<file path="config.mk">
export PLATFORM = sky130hd
export DESIGN_NAME = instr_fetch_ctrl
export DESIGN_NICKNAME = d
export VERILOG_FILES = /design/src/rtl/instr_fetch_ctrl.sv
export SDC_FILE = /design/constraint.sdc
export NUM_CORES = 1
export LEC_CHECK = 0
export CORE_UTILIZATION = 51
export DETAILED_ROUTE_END_ITERATION = 7
export DONT_BUFFER_PORTS = 1
export PLACE_DENSITY = 0.66
export SKIP_CTS_REPAIR_TIMING = 1
export SYNTH_ARGS = -nofsm -noshare
export SYNTH_HDL_FRONTEND = slang
export SYNTH_SLANG_ARGS = --single-unit
export TNS_END_PERCENT = 20
</file>
<file path="constraint.sdc">
create_clock -name clk -period 2.6 [get_ports clk]
set_input_delay 0.13 -clock clk [delete_from_list [all_inputs] [get_ports clk]]
set_output_delay 0.13 -clock clk [all_outputs]
set_load 0.005 [all_outputs]
</file>
<file path="src/rtl/instr_fetch_ctrl.sv">
// instr_fetch_ctrl: SDLX instruction fetch sequencer with 2-entry decode queue
// Ports: clk/reset (sync, active-high); imem_rd/imem_addr/imem_data to the
// instruction memory (data one cycle after the read); redirect_valid/redirect_pc
// for taken branches; halt blocks new reads; if_valid/if_instr/if_pc/id_ready
// handshake to decode; fetch_fault sticky out-of-range flag.
// Optional feature: define IFETCH_BOUNDS_CHECK_EN to fault on fetch_pc >= MEM_DEPTH.
module instr_fetch_ctrl #(
  parameter int ADDR_W = 32,
  parameter logic [ADDR_W-1:0] RESET_PC = '0,
  parameter int MEM_DEPTH = 32
) (
  input  logic              clk,
  input  logic              reset,
  output logic              imem_rd,
  output logic [ADDR_W-1:0] imem_addr,
  input  logic [31:0]       imem_data,
  input  logic              redirect_valid,
  input  logic [ADDR_W-1:0] redirect_pc,
  input  logic              halt,
  output logic              if_valid,
  output logic [31:0]       if_instr,
  output logic [ADDR_W-1:0] if_pc,
  input  logic              id_ready,
  output logic              fetch_fault
);
  typedef enum logic [1:0] {BOOT, RUN, FAULT} state_t;
  state_t state, state_n;
  logic [ADDR_W-1:0] fetch_pc, inflight_pc;
  logic [ADDR_W+31:0] q [2];
  logic [ADDR_W+31:0] nw;
  logic [1:0] count;
  logic inflight, squash, run, redirect, pop, push, room, over, issue;
  always_comb begin
    run = state == RUN;
    redirect = redirect_valid & run;
    if_valid = (count != 2'd0) & !redirect_valid & !reset;
    pop = if_valid & id_ready;
    push = inflight & !squash & !redirect;
    // occupancy after this cycle's pop, counting the word still on its way
    room = (count + {1'b0, inflight} - {1'b0, pop}) < 2'd2;
`ifdef IFETCH_BOUNDS_CHECK_EN
    over = fetch_pc >= ADDR_W'(MEM_DEPTH);
    fetch_fault = state == FAULT;
`else
    over = (fetch_pc >= ADDR_W'(MEM_DEPTH)) & 1'b0;
    fetch_fault = 1'b0;
`endif
    issue = run & !halt & !redirect_valid & room & !reset;
    imem_rd = issue & !over;
    imem_addr = fetch_pc;
    state_n = state == BOOT ? RUN : (issue & over) ? FAULT : state;
    nw = {inflight_pc, imem_data};
    if_pc = q[0][ADDR_W+31:32];
    if_instr = q[0][31:0];
  end
  always_ff @(posedge clk)
    if (reset) state <= BOOT;
    else state <= state_n;
  always_ff @(posedge clk)
    if (reset) begin
      fetch_pc <= RESET_PC;
      inflight_pc <= RESET_PC;
      count <= 2'd0;
      inflight <= 1'b0;
      squash <= 1'b0;
      q[0] <= '0;
      q[1] <= '0;
    end else begin
      inflight <= imem_rd;
      squash <= redirect & inflight;
      if (imem_rd) inflight_pc <= fetch_pc;
      fetch_pc <= redirect ? redirect_pc : imem_rd ? fetch_pc + 1'b1 : fetch_pc;
      count <= redirect ? 2'd0 : count + {1'b0, push} - {1'b0, pop};
      // head entry holds its last value when the queue empties
      q[0] <= pop ? (count == 2'd2 ? q[1] : push ? nw : q[0]) : (push && count == 2'd0) ? nw : q[0];
      q[1] <= (push && (count - {1'b0, pop}) == 2'd1) ? nw : q[1];
    end
endmodule

</file>
==> results of run 1 <==
==> registers in the layout (all words and copies together), names as in the netlist <==
register,count
inflight_pc,32
inflight,1
squash,1
state,1
count,2
q,128
imem_addr,32
==> worst max path at each step <==
| stage | from | end | slack (ps) | cells after the start |
|---|---|---|---|---|
| 3_5_place_dp | count[1]$_SDFF_PP0_ | imem_addr[24]$_SDFFE_PP0P_ | 80 | 9 |
| 6_report | count[1]$_SDFF_PP0_ | imem_addr[15]$_SDFFE_PP0P_ | 120 | 10 |
| 5_1_grt | count[1]$_SDFF_PP0_ | imem_addr[17]$_SDFFE_PP0P_ | -80 | 9 |
| 3_3_place_gp | count[1]$_SDFF_PP0_ | imem_addr[15]$_SDFFE_PP0P_ | 190 | 9 |
| 4_1_cts | count[1]$_SDFF_PP0_ | imem_rd | -120 | 10 |
| 2_1_floorplan | count[1]$_SDFF_PP0_ | imem_addr[24]$_SDFFE_PP0P_ | 190 | 10 |
==> final cells by class <==
type | instances | area, um2
fillers | 1564 | 7350
multi-input cells | 699 | 4080
flip-flops and latches | 197 | 3940
repair buffers | 57 | 543
clock buffers | 20 | 437
well taps | 220 | 275
clock inverters | 11 | 105
inverters | 9 | 33.8
==> cells in the mapped netlist, types with 3 or more instances <==
master / instances
or4_1: 3
xor2_1: 5
and4_1: 8
buf_1: 4
a211oi_1: 69
nand3_1: 13
nand2_1: 215
buf_2: 28
and2_1: 5
xnor2_1: 9
buf_4: 72
dfxtp_1: 197
nor3_1: 7
a21oi_1: 108
mux2i_1: 65
nor4_1: 10
a311oi_1: 5
o31a_1: 4
and3_1: 7
o31ai_1: 3
nand4_1: 9
or3_1: 7
inv_1: 9
ha_1: 6
o21ai_0: 21
a31oi_1: 6
clkbuf_1: 36
nor2_1: 79
nor3b_1: 3
o211ai_1: 3
==> power by group <==
group          internal [mW]  switching [mW]  total (mW)
Sequential              3.09          0.0899        3.18
Combinational          0.131           0.141       0.272
Clock                   1.32            1.13        2.45
==> layer usage <==
layer | global-route usage, % | vias up | part of all wire, %
met3 | 7.18 | 19 | 8.1
met5 | 0 | - | 0
met2 | 31.7 | 227 | 43
li1 | - | 3436 | -
met1 | 30.5 | 3027 | 47
met4 | 7.83 | 0 | 1.5
==> worst max-delay path, cell delays in order, from the launching register on <==
cell,delay (ps)
dfxtp_1,320
nor2_2,140
nand3b_1,160
inv_2,70
ha_1,260
and2b_2,290
xor2_4,170
buf_4,150
nand3_2,130
or4_1,470
a311oi_1,250
==> logic make-up after synthesis <==
logic type,Yosys count,share of synthesized area [%]
XOR/XNOR,16,1.88
multiplexers,65,7.34
other,1,0.0423
AO/OA/AOI/OAI,230,16.0
adder cells (fa/ha/maj),6,0.847
AND/OR/NAND/NOR,381,19.4
buffers and inverters,151,10.0
flip-flops,197,44.5
==> out/results.ini, run 1 <==
[route]
wirelength_um=19500
vias=6709
drtPass1Iterations=8
drt-initial-drc-count=408
vias_per_cell=5.53
ant_nets=0
drc_errors=0
drt-wirelength-per-cell_um=16.1

[placed_design]
pre_cts_slack_ps=81.6
placed_area_um2=8610
hpwl_um=12600
io_buffers=0
dp.cells=1159
gp_congestion=0.859

[timing]
slew_headroom_pct=57.9
rsz0062_at_grt=yes
setup_viol=0
fin_tns_setup_ps=0
post-route-period-util_pct=95.6
hold_viol=172
finalMaxSlewViolations=0
period_needed_ps=2480
hold_slack_ps=-227
skew_ps=15.9
worst_slew_pin_slew_ps=629
timing.final.ws_setup_ps=115
max_freq_mhz=402

[clock_network]
clk-insertion-delay-late_ps=430
numCtsBuffers=17
clk_path_buf_depth=2
cts_tree=done
htreeDepth=4
clockRootBuffer=clkbuf_16
cts.sinks=197
path_clk_slew_ps=70

[global_routing]
overflow=0
grt_max_degree=180
grt_pass1_wl_um=31500
first_global_vias=6008
grt_use_total_pct=22.0
antenna_found_initial=0

[synthesis]
synth_area_leader_cell=dfxtp_1
seq_area_frac_synth_pct=44.5
syn_nets=1122
synth-seq-cells=197
yosys.area.top_type_share_pct=44.5
ys_types=53
yosys_warnings=0
async_flop_share_pct=0
synth_edf_count=0
netlist_instances=1047
syn_area_per_cell_um2=8.47
ys.flop_type=dfxtp_1
syn_area_um2=8860
synth.area.top_cells=dfxtp_1 44%, nand2_1 9.1%, mux2i_1 7.3%

[critical_path]
end_kind=flop
r2r-start=count[1]$_SDFF_PP0_
start_kind=flop
worst_r2r_endpoint=imem_addr[15]$_SDFFE_PP0P_
rrSetupSlack_ps=120
cp_max_fo=8
worstPathRequired_ps=2950
worstSetupPathType=flop to flop
reg2regPathDepth=10
arrival_ps=2830

[die]
placementRows=47
start_util_pct=52.9
die-area_um2=17900
core_region_area_um2=16800
die_h_um=134
die_x_um=134
num_io_pins=168

[finish]
layoutNonFillerInstCount=1213
nets=1056
final_common_cell=nand2_1
area_delta_synth_final_pct=6.18
postLayoutCellArea_um2=9410
drive_gt1_share_pct=8.26
utilization_pct=56.2
final_cell_mix=215 x nand2_1, 197 x dfxtp_1, 108 x a21oi_1
n_antenna_cell=0

[power]
power_density_nw_per_um2=627
vdd_drop_max_uv=443
p_leak_nw=3.51
p_total_mw=5.91

[hold_path]
min-delay-start=reset
whs_path_depth=1
hp-class=input pin to flop
whs_endpoint=q[0][81]$_SDFFE_PP0P_

[run]
maxCapViolations=0

[outcome]
status=complete, but fails checks
violations=hold timing

(Power assumes the default switching activity.)
==> inputs of run 2 (changes only) <==
CORE_UTILIZATION = 47   (was 51)
PLACE_DENSITY = not set   (was 0.66)
SLEW_MARGIN = 10   (was not set)
==> run 2 against run 1 <==
Effect of this change:
- the flow still finishes with violations (hold timing)
- routed wire length is 3.8% higher
- critical path depth is 1 lower
- via count is 0.16% lower
- combinational power is 11% higher
- sequential cell count stayed put
- sequential power hardly changed
- global-route usage is 1.1 points lower
- non-clock buffer count is 5 higher
- fmax hardly changed
- register-to-register slack hardly changed
- critical endpoint is now imem_addr[24]$_SDFFE_PP0P_
==> out/results.ini, run 2 (synthesis results as in run 1) <==
[outcome]
status=complete, but fails checks  ; unchanged
violations=hold timing  ; unchanged

[die]
die_h_um=139  ; was 134 um
num_io_pins=168  ; unchanged
core_region_area_um2=18200  ; was 16800 um2
start_util_pct=48.7  ; was 52.9%
die_x_um=139  ; was 134 um
placementRows=49  ; was 47
die-area_um2=19400  ; was 17900 um2

[power]
vdd_drop_max_uv=389  ; was 443 uV
power_density_nw_per_um2=622  ; was 627 nW/um2
p_leak_nw=3.59  ; was 3.51 nW

[global_routing]
use_met2_pct=31.8  ; was 31.7%
use_met1_pct=28.0  ; was 30.5%
overflow=0  ; unchanged
antenna_found_initial=0  ; unchanged
gr-usage-met3_pct=7.19  ; was 7.18%
grt_pass1_wl_um=32600  ; was 31500 um
first_global_vias=6085  ; was 6008
grt_use_total_pct=20.9  ; was 22.0%
top_usage_layer=met2  ; unchanged
grt_max_degree=180  ; unchanged

[route]
vias_per_cell=5.45  ; was 5.53
vias=6698  ; was 6709
ant_nets=0  ; unchanged
wirelength_um=20200  ; was 19500 um
drt-initial-drc-count=382  ; was 408
drc_errors=0  ; unchanged
drt-wirelength-per-cell_um=16.5  ; was 16.1 um
drtPass1Iterations=5  ; was 8

[timing]
hold_slack_ps=-231  ; was -227 ps
max_freq_mhz=403  ; was 402 MHz
skew_ps=12.4  ; was 15.9 ps
post-route-period-util_pct=95.5  ; was 95.6%
slew_headroom_pct=54.2  ; was 57.9%
setup_viol=0  ; unchanged
timing.final.ws_setup_ps=116  ; was 115 ps
finalMaxSlewViolations=0  ; unchanged
worst_slew_pin_slew_ps=685  ; was 629 ps
period_needed_ps=2480  ; about the same
hold_viol=173  ; was 172
rsz0062_at_grt=no  ; was yes

[critical_path]
arrival_ps=2840  ; was 2830 ps
cp_max_fo=4  ; was 8
start_kind=flop  ; unchanged
worstPathRequired_ps=2960  ; was 2950 ps
slowest_stage=or4_4  ; was or4_1
worstSetupPathType=flop to flop  ; unchanged
crit_buf_inv=1  ; was 2
end_kind=flop  ; unchanged
crit_family=simple AND/OR/NAND/NOR gates  ; unchanged
path_cells=nor2_2, nand3b_1, inv_2, ha_1, and2b_2, xnor2_2, or4_4, or3_1, a31oi_1  ; was nor2_2, nand3b_1, inv_2, ha_1, and2b_2, xor2_4, buf_4, nand3_2, or4_1, a311oi_1
max_stage_delay_ps=570  ; was 470 ps

[finish]
area_delta_synth_final_pct=8.23  ; was 6.18%
final_cell_mix=215 x nand2_1, 197 x dfxtp_1, 108 x a21oi_1  ; unchanged
seqCellArea_um2=3940  ; unchanged
multiInputGateArea_um2=4110  ; was 4080 um2
nets=1061  ; was 1056
n_antenna_cell=0  ; unchanged
fillers=1723  ; was 1564
final_common_cell=nand2_1  ; unchanged
drive_gt1_share_pct=9.41  ; was 8.26%
max_flop_register=q  ; unchanged
largest_reg_flops=128  ; unchanged
postLayoutCellArea_um2=9590  ; was 9410 um2

[clock_network]
path_clk_slew_ps=70  ; about the same
clockRootBuffer=clkbuf_16  ; unchanged
clk-insertion-delay-late_ps=430  ; about the same
clk_path_buf_depth=2  ; unchanged
cts.sinks=197  ; unchanged
htreeDepth=4  ; unchanged
cts_tree=done  ; unchanged
numCtsBuffers=17  ; unchanged

[placed_design]
pre_cts_slack_ps=67.2  ; was 81.6 ps
gp_congestion=0.839  ; was 0.859
io_buffers=0  ; unchanged
placed_area_um2=8720  ; was 8610 um2
hpwl_um=13000  ; was 12600 um

[run]
maxCapViolations=0  ; unchanged

[hold_path]
hp-class=input pin to flop  ; unchanged

run 2: cell count changes in the layout (fill, tap and decap cells not counted), moves of 2 or more:
| cell | previous run | this run |
|---|---|---|
| nand3_4 | 0 | 2 |
| buf_12 | 5 | 11 |
| clkinvlp_4 | 3 | 1 |
| dlygate4sd3_1 | 21 | 19 |
| or4_4 | 1 | 3 |
| a311oi_2 | 0 | 2 |
| nand3_2 | 2 | 0 |
| a311oi_1 | 5 | 3 |
| or4_1 | 3 | 1 |
run 2: layout make-up:
| class | instances | area share, % |
|---|---|---|
| Clock buffer | 21 | 4.69 |
| Timing Repair Buffer | 62 | 6.96 |
| Multi-Input combinational cell | 699 | 42.8 |
| Sequential cell | 197 | 41.1 |
| Tap cell | 229 | 2.99 |
| Inverter | 9 | 0.352 |
| Clock inverter | 11 | 1.06 |
run 2: final timing paths:
check                                            from                         end  slack (ps)  cells past startpoint
worst max-delay path              count[1]$_SDFF_PP0_  imem_addr[24]$_SDFFE_PP0P_         120                      9
worst min-delay path                            reset       q[0][10]$_SDFFE_PP0P_        -230                      1
worst max register to register    count[1]$_SDFF_PP0_  imem_addr[24]$_SDFFE_PP0P_         120                      9
worst min register to register  q[0][90]$_SDFFE_PP0P_       q[0][90]$_SDFFE_PP0P_         450                      2
run 2: worst register-to-register path: stages (launching register included):
cell and delay [ps]:
dfxtp_1 320, nor2_2 120, nand3b_1 150, inv_2 70
ha_1 260, and2b_2 260, xnor2_2 190, or4_4 570
or3_1 320, a31oi_1 150
run 2: metal layers:
| layer | wire length (um) | vias up |
|---|---|---|
| li1 | - | 3459 |
| met1 | 9560 | 3027 |
| met2 | 8850 | 202 |
| met3 | 1680 | 10 |
| met4 | 163 | 0 |
| met5 | 0 | - |
run 2: power by group:
group	leakage, nW	internal (mW)	switching (mW)
registers	1.60	3.09	0.0803
logic	1.72	0.144	0.158
clock network	0.272	1.35	1.15
total	3.59	4.59	1.39
run 2: stage by stage:
step	util, %	power [mW]	TNS (ps)	hold slack, ps	cells
5_1_grt	52.7	6.21	0	-248	1228
4_1_cts	50.9	6.02	-250	-243	1205
3_5_place_dp	47.9	3.51	0	217	1173
2_1_floorplan	-	3.50	0	266	1047
3_3_place_gp	47.9	3.51	0	214	1173
6_report	52.7	5.97	0	-231	1228
